===== src/rtl/rgb_pwm_pkg.sv =====
// Shared types and helpers for the RGB PWM decoder.
// Optional glitch filter: define RGB_PWM_DECODER_GLITCH_FILTER_EN.
package rgb_pwm_pkg;

    localparam int unsigned PWM_PERIOD_DEFAULT = 256;
    localparam int unsigned CH_R = 2;
    localparam int unsigned CH_G = 1;
    localparam int unsigned CH_B = 0;

    // Widest low-count any legal PWM_PERIOD (up to 1024) can produce.
    localparam int unsigned CNT_W_MAX = 11;

    typedef struct packed {
        logic [7:0] r;
        logic [7:0] g;
        logic [7:0] b;
    } rgb8_t;

    // The driver holds the line low for X+1 cycles at intensity X.
    function automatic logic [7:0] sat_intensity(input logic [CNT_W_MAX-1:0] count);
        if (count == '0) begin
            return '0;
        end
        if (count > CNT_W_MAX'(256)) begin
            return '1;
        end
        return 8'(count - CNT_W_MAX'(1));
    endfunction

endpackage


===== src/rtl/rgb_pwm_decoder_duty_counter.sv =====
// Per-channel synchronizer, optional majority filter, low-time accumulator.
// Glitch filter enabled by RGB_PWM_DECODER_GLITCH_FILTER_EN.
module pwm_duty_counter
    import rgb_pwm_pkg::*;
#(
    parameter int unsigned PWM_PERIOD  = PWM_PERIOD_DEFAULT,
    parameter int unsigned SYNC_STAGES = 2
) (
    input  logic       clk_i,
    input  logic       rst_i,
    input  logic       led_n_i,
    input  logic       win_end_i,
    output logic [7:0] intensity_o
);

    localparam int unsigned CW = $clog2(PWM_PERIOD) + 1;

    logic [SYNC_STAGES-1:0] sync_q;
    logic                   sample_n;
    logic [CW-1:0]          acc_q;
    logic [CW-1:0]          acc_d;
    logic [CW-1:0]          count;

    always_ff @(posedge clk_i) begin
        if (rst_i) begin
            sync_q <= '1;
        end else begin
            sync_q <= {sync_q[SYNC_STAGES-2:0], led_n_i};
        end
    end

`ifdef RGB_PWM_DECODER_GLITCH_FILTER_EN
    logic [1:0] hist_q;

    always_ff @(posedge clk_i) begin
        if (rst_i) begin
            hist_q <= '1;
        end else begin
            hist_q <= {hist_q[0], sync_q[SYNC_STAGES-1]};
        end
    end

    // Majority of the current and two previous samples; both edges shift by one cycle.
    always_comb begin
        sample_n = (sync_q[SYNC_STAGES-1] & hist_q[0]) |
                   (sync_q[SYNC_STAGES-1] & hist_q[1]) |
                   (hist_q[0] & hist_q[1]);
    end
`else
    always_comb begin
        sample_n = sync_q[SYNC_STAGES-1];
    end
`endif

    // count already includes this cycle's sample, so clearing at window end loses nothing.
    always_comb begin
        count = acc_q + CW'(!sample_n);
        acc_d = win_end_i ? '0 : count;
    end

    always_ff @(posedge clk_i) begin
        if (rst_i) begin
            acc_q <= '0;
        end else begin
            acc_q <= acc_d;
        end
    end

    always_comb begin
        intensity_o = sat_intensity(CNT_W_MAX'(count));
    end

endmodule


===== src/rtl/rgb_pwm_decoder.sv =====
// Top level: window counter, result registers and valid/ready/overrun logic.
// Glitch filter enabled by RGB_PWM_DECODER_GLITCH_FILTER_EN.
module rgb_pwm_decoder
    import rgb_pwm_pkg::*;
#(
    parameter int unsigned PWM_PERIOD  = PWM_PERIOD_DEFAULT,
    parameter int unsigned SYNC_STAGES = 2
) (
    input  logic       iCLOCK,
    input  logic       iRESET,
    input  logic [2:0] iLED,
    output logic [7:0] oR,
    output logic [7:0] oG,
    output logic [7:0] oB,
    output logic       oVALID,
    input  logic       iREADY,
    output logic       oOVERRUN
);

    localparam int unsigned WW = $clog2(PWM_PERIOD);

    logic [WW-1:0] win_q;
    logic [WW-1:0] win_d;
    logic          win_end;
    logic [7:0]    int_r;
    logic [7:0]    int_g;
    logic [7:0]    int_b;
    rgb8_t         fresh;
    rgb8_t         data_q;
    rgb8_t         data_d;
    logic          valid_q;
    logic          valid_d;
    logic          ovr_q;
    logic          ovr_d;
    logic          handshake;

    pwm_duty_counter #(.PWM_PERIOD(PWM_PERIOD), .SYNC_STAGES(SYNC_STAGES)) u_red (
        .clk_i(iCLOCK), .rst_i(iRESET), .led_n_i(iLED[CH_R]),
        .win_end_i(win_end), .intensity_o(int_r)
    );

    pwm_duty_counter #(.PWM_PERIOD(PWM_PERIOD), .SYNC_STAGES(SYNC_STAGES)) u_green (
        .clk_i(iCLOCK), .rst_i(iRESET), .led_n_i(iLED[CH_G]),
        .win_end_i(win_end), .intensity_o(int_g)
    );

    pwm_duty_counter #(.PWM_PERIOD(PWM_PERIOD), .SYNC_STAGES(SYNC_STAGES)) u_blue (
        .clk_i(iCLOCK), .rst_i(iRESET), .led_n_i(iLED[CH_B]),
        .win_end_i(win_end), .intensity_o(int_b)
    );

    always_comb begin
        win_end   = (win_q == WW'(PWM_PERIOD - 1));
        win_d     = win_end ? '0 : win_q + WW'(1);
        fresh     = '{r: int_r, g: int_g, b: int_b};
        handshake = valid_q && iREADY;
        data_d    = data_q;
        valid_d   = valid_q;
        ovr_d     = ovr_q;
        // A window end always wins: new data lands even if the consumer is mid-handshake.
        if (win_end) begin
            data_d  = fresh;
            valid_d = 1'b1;
            if (valid_q && !iREADY) begin
                ovr_d = 1'b1;
            end else if (handshake) begin
                ovr_d = 1'b0;
            end
        end else if (handshake) begin
            valid_d = 1'b0;
            ovr_d   = 1'b0;
        end
    end

    always_ff @(posedge iCLOCK) begin
        if (iRESET) begin
            win_q   <= '0;
            data_q  <= '0;
            valid_q <= 1'b0;
            ovr_q   <= 1'b0;
        end else begin
            win_q   <= win_d;
            data_q  <= data_d;
            valid_q <= valid_d;
            ovr_q   <= ovr_d;
        end
    end

    assign oR       = data_q.r;
    assign oG       = data_q.g;
    assign oB       = data_q.b;
    assign oVALID   = valid_q;
    assign oOVERRUN = ovr_q;

endmodule


===== config.mk =====
export PLATFORM = sky130hd
export DESIGN_NAME = rgb_pwm_decoder
export DESIGN_NICKNAME = d
export VERILOG_FILES = /design/src/rtl/rgb_pwm_pkg.sv /design/src/rtl/rgb_pwm_decoder_duty_counter.sv /design/src/rtl/rgb_pwm_decoder.sv
export SDC_FILE = /design/constraint.sdc
export NUM_CORES = 1
export LEC_CHECK = 0
export BUFFER_PORTS_ARGS = -buffer_cell sky130_fd_sc_hd__buf_4
export CAP_MARGIN = 10
export CELL_PAD_IN_SITES_DETAIL_PLACEMENT = 0
export CELL_PAD_IN_SITES_GLOBAL_PLACEMENT = 1
export CORE_MARGIN = 3
export CORE_UTILIZATION = 30
export CTS_CLUSTER_SIZE = 25
export DETAILED_ROUTE_END_ITERATION = 8
export GPL_ROUTABILITY_DRIVEN = 0
export PLACE_DENSITY = 0.59
export SLEW_MARGIN = 25
export SYNTH_ARGS = -nofsm -noshare
export SYNTH_HDL_FRONTEND = slang
export SYNTH_SLANG_ARGS = --single-unit

===== constraint.sdc =====
create_clock -name iCLOCK -period 3.55 [get_ports iCLOCK]
set_input_delay 0 -clock iCLOCK [delete_from_list [all_inputs] [get_ports iCLOCK]]
set_output_delay 0 -clock iCLOCK [all_outputs]
set_load 0.03 [all_outputs]

==> summary.txt <==
total CTS buffers: 9
number of cells produced by synthesis: 376
commonest non-fill, non-tap cell in the layout: dfxtp_1
Setup CP Type: reg -> reg
vias in the first global route: 2,469
cell mode on critical path: ha_1
slowest cell on the critical path: o41ai_2
number of synthesized flops with an enable pin: 0
clock slew at reported path FFs: 70 ps
die area: 12,030 µm²
headroom to the max-slew limit: 0.5497
share of layout cells above drive strength 1: 0.1480
pwr/cell area: 395.3 nW/µm²
grt ovf: 0
total power: 1.526 mW
Fin Setup TNS: 0 ps
global-route wire length before repair: 11,630 µm
register area share after synthesis: 0.4158
Yosys top cell by area: dfxtp_1
First-pass DRT Iterations: 4
post-CTS sizing: 0
chip height: 109.7 µm
kind of cell adding the most delay to the critical path: compound AO/OA/AOI/OAI gates
# rows: 37
Post-DRT Antenna Nets: 0
design area: 3861 µm²
chip width: 109.7 µm
critical path endpoint category: flip-flop
Clk Latency, worst-skew pair: 330 ps
Final setup viols: 0
DR iter-0 viols: 111
top cells by area, synth: dfxtp_1, nor2_1, xnor2_1, ha_1, xor2_1
min Tclk post-route: 2525 ps
Comb pwr share: 0.083
core box area: 10,370 µm²
mean area per synthesized cell: 8.579 µm²
Clock Tree Buf Depth: 2
DR vias/cell: 4.577
worst endpoint required time: 3780 ps
crit start category: flip-flop
initial cell density of the core: 0.3111
hpwl dp: 4800 µm
sw frac: 0.2285
antenna cells: 0
Routed WL per cell: 12.10 µm
largest net degree at the start of global routing: 25
switching pwr: 0.3488 mW
Buf+Inv Stages, Crit Path: 1
commonest non-fill, non-tap cells in the layout: dfxtp_1, nor2_1, nand2_1
Final Hold Violating Endpoints: 0
RSZ-0062 raised after global routing: no
Yosys Warn Count: 0
Max Fclk: 396.1 MHz
clock sink total: 67
synth unique cells: 55
Lkg Pwr: 1.615 nW
Reg power frac: 0.501
VDD IR max: 0.1589 mV
clock root buffer: clkbuf_8
critical path cell sequence: inv_1, ha_1, ha_1, a21boi_0, a21oi_1, o41ai_2, a41oi_2, o21bai_1, a22o_1
Nets: 434
# DRC: 0
Fill cells: 1,073
final WL: 6714 µm
final slew viol count: 0
GRT Total Usage: 0.1226
IO Pins: 32
Yosys reg bits: 67
top cell type's share of synthesized area: 0.4158
worst stage delay on the critical path: 430 ps
Synthesized Nets: 395
routed vias: 2,540
fin crit share: 0.7111
status: finished, final reports clean
WP data arrival: 2750 ps
TritonCTS clock tree: done
Internal Dissipation: 1.178 mW
IO Port Bufs: 31
post-placement cell area: 3577 µm²
Crit Path Max Fanout: 8
H-tree levels: 3
clock group share of total power: 0.416
initial antenna violation count: 0
Async S/R FF share, synth: 0
max-cap violations: 0
Hold WC Path Type: reg -> reg
Post-Synthesis Cell Area: 3226 µm²
worst-margin pin slew: 658.5 ps
Area Growth Syn to Fin: 19.71%
Post-synth top flop: dfxtp_1
clock skew: 8.479 ps
-- through the flow --
step	std cells	hold WS, ps	utilization	setup WS [ps]
global route	555	431.9	0.3723	876.0
floorplan	376	100.6	-	1402
finish	555	410.7	0.3723	1025
global placement	531	184.8	0.3450	1135
detailed placement	531	187.7	0.3450	1059
CTS	555	413.1	0.3723	1035
-- synth_stat cells (4+ instances only) --
cell,count
a21oi_1,9
inv_1,17
nor3_1,6
dfxtp_1,67
or2_2,6
clkbuf_1,7
ha_1,13
o21ai_0,22
nand3_1,11
a31oi_1,6
xor2_1,17
nor2_1,65
mux2i_1,4
xnor2_1,26
nand2_1,35
and3_1,5
-- worst reg2reg max path, cell delays in order, from the launching register on --
cell and delay (ps):
dfxtp_1 300, inv_1 40, ha_1 240, ha_1 340
a21boi_0 240, a21oi_1 100, o41ai_2 430, a41oi_2 300
o21bai_1 250, a22o_1 190
-- registers in the layout, indices dropped and copies added, names as in the netlist, named ones only --
| register | count |
|---|---|
| win_q | 8 |
| oVALID | 1 |
| oR | 8 |
| u_red.sync_q | 2 |
| oG | 8 |
| oB | 8 |
| u_red.acc_q | 9 |
| u_blue.acc_q | 9 |
| u_green.sync_q | 2 |
| u_blue.sync_q | 2 |
| u_green.acc_q | 9 |
-- final timing paths --
path	startpoint	end	slack, ps	cells after the start
hold / removal	u_green.sync_q[0]$_SDFF_PP1_	u_green.sync_q[1]$_SDFF_PP1_	410	1
hold reg to reg	u_green.sync_q[0]$_SDFF_PP1_	u_green.sync_q[1]$_SDFF_PP1_	410	1
setup / recovery	u_red.sync_q[1]$_SDFF_PP1_	oR[6]$_SDFFE_PP0P_	1030	9
setup reg to reg	u_red.sync_q[1]$_SDFF_PP1_	oR[6]$_SDFFE_PP0P_	1030	9
-- what timing repair did --
| action | in CTS | in global routing |
|---|---|---|
| endpoints found under the hold margin | 10 | 0 |
| hold buffers | 9 | 0 |
| buffers inserted | 0 | 0 |
-- area by class of cell --
| type | count | area [µm²] | share of cell area |
|---|---|---|---|
| Clock buffer | 13 | 158.9 | 0.04115 |
| Clock inverter | 2 | 35.03 | 0.009073 |
| Inverter | 17 | 63.81 | 0.01653 |
| Multi-Input combinational cell | 278 | 1754 | 0.4543 |
| Sequential cell | 67 | 1341 | 0.3474 |
| Tap cell | 136 | 170.2 | 0.04407 |
| Timing Repair Buffer | 42 | 337.8 | 0.08749 |
-- power groups by stage --
stage	registers, mW	logic, mW	clock network [mW]
2_1_floorplan	0.781	0.0935	0
3_3_place_gp	0.782	0.123	0
3_5_place_dp	0.782	0.122	0
4_1_cts	0.765	0.130	0.668
5_1_grt	0.766	0.145	0.695
6_report	0.765	0.127	0.634
-- layer usage --
metal  up-vias  share of wire  GRT usage
li1       1352              -          -
met1      1156           0.51     0.1564
met2        26           0.44     0.1979
met3         6          0.031    0.03876
met4         0          0.011    0.03740
met5         -              0          0
-- kinds of logic (layout without fill, tap and decap cells) --
family                     after synthesis  in the layout  share of synthesized area
buffers and inverters                   31             74                    0.04228
and+or+nand+nor                        153            153                     0.2277
adders and majority gates               13             13                    0.05043
AOI/OAI and AO/OA                       65             65                     0.1346
xor gates and xnor gates                43             43                     0.1168
DFF                                     67             67                     0.4158
muxes                                    4              4                    0.01241
(Power assumes the default switching activity.)
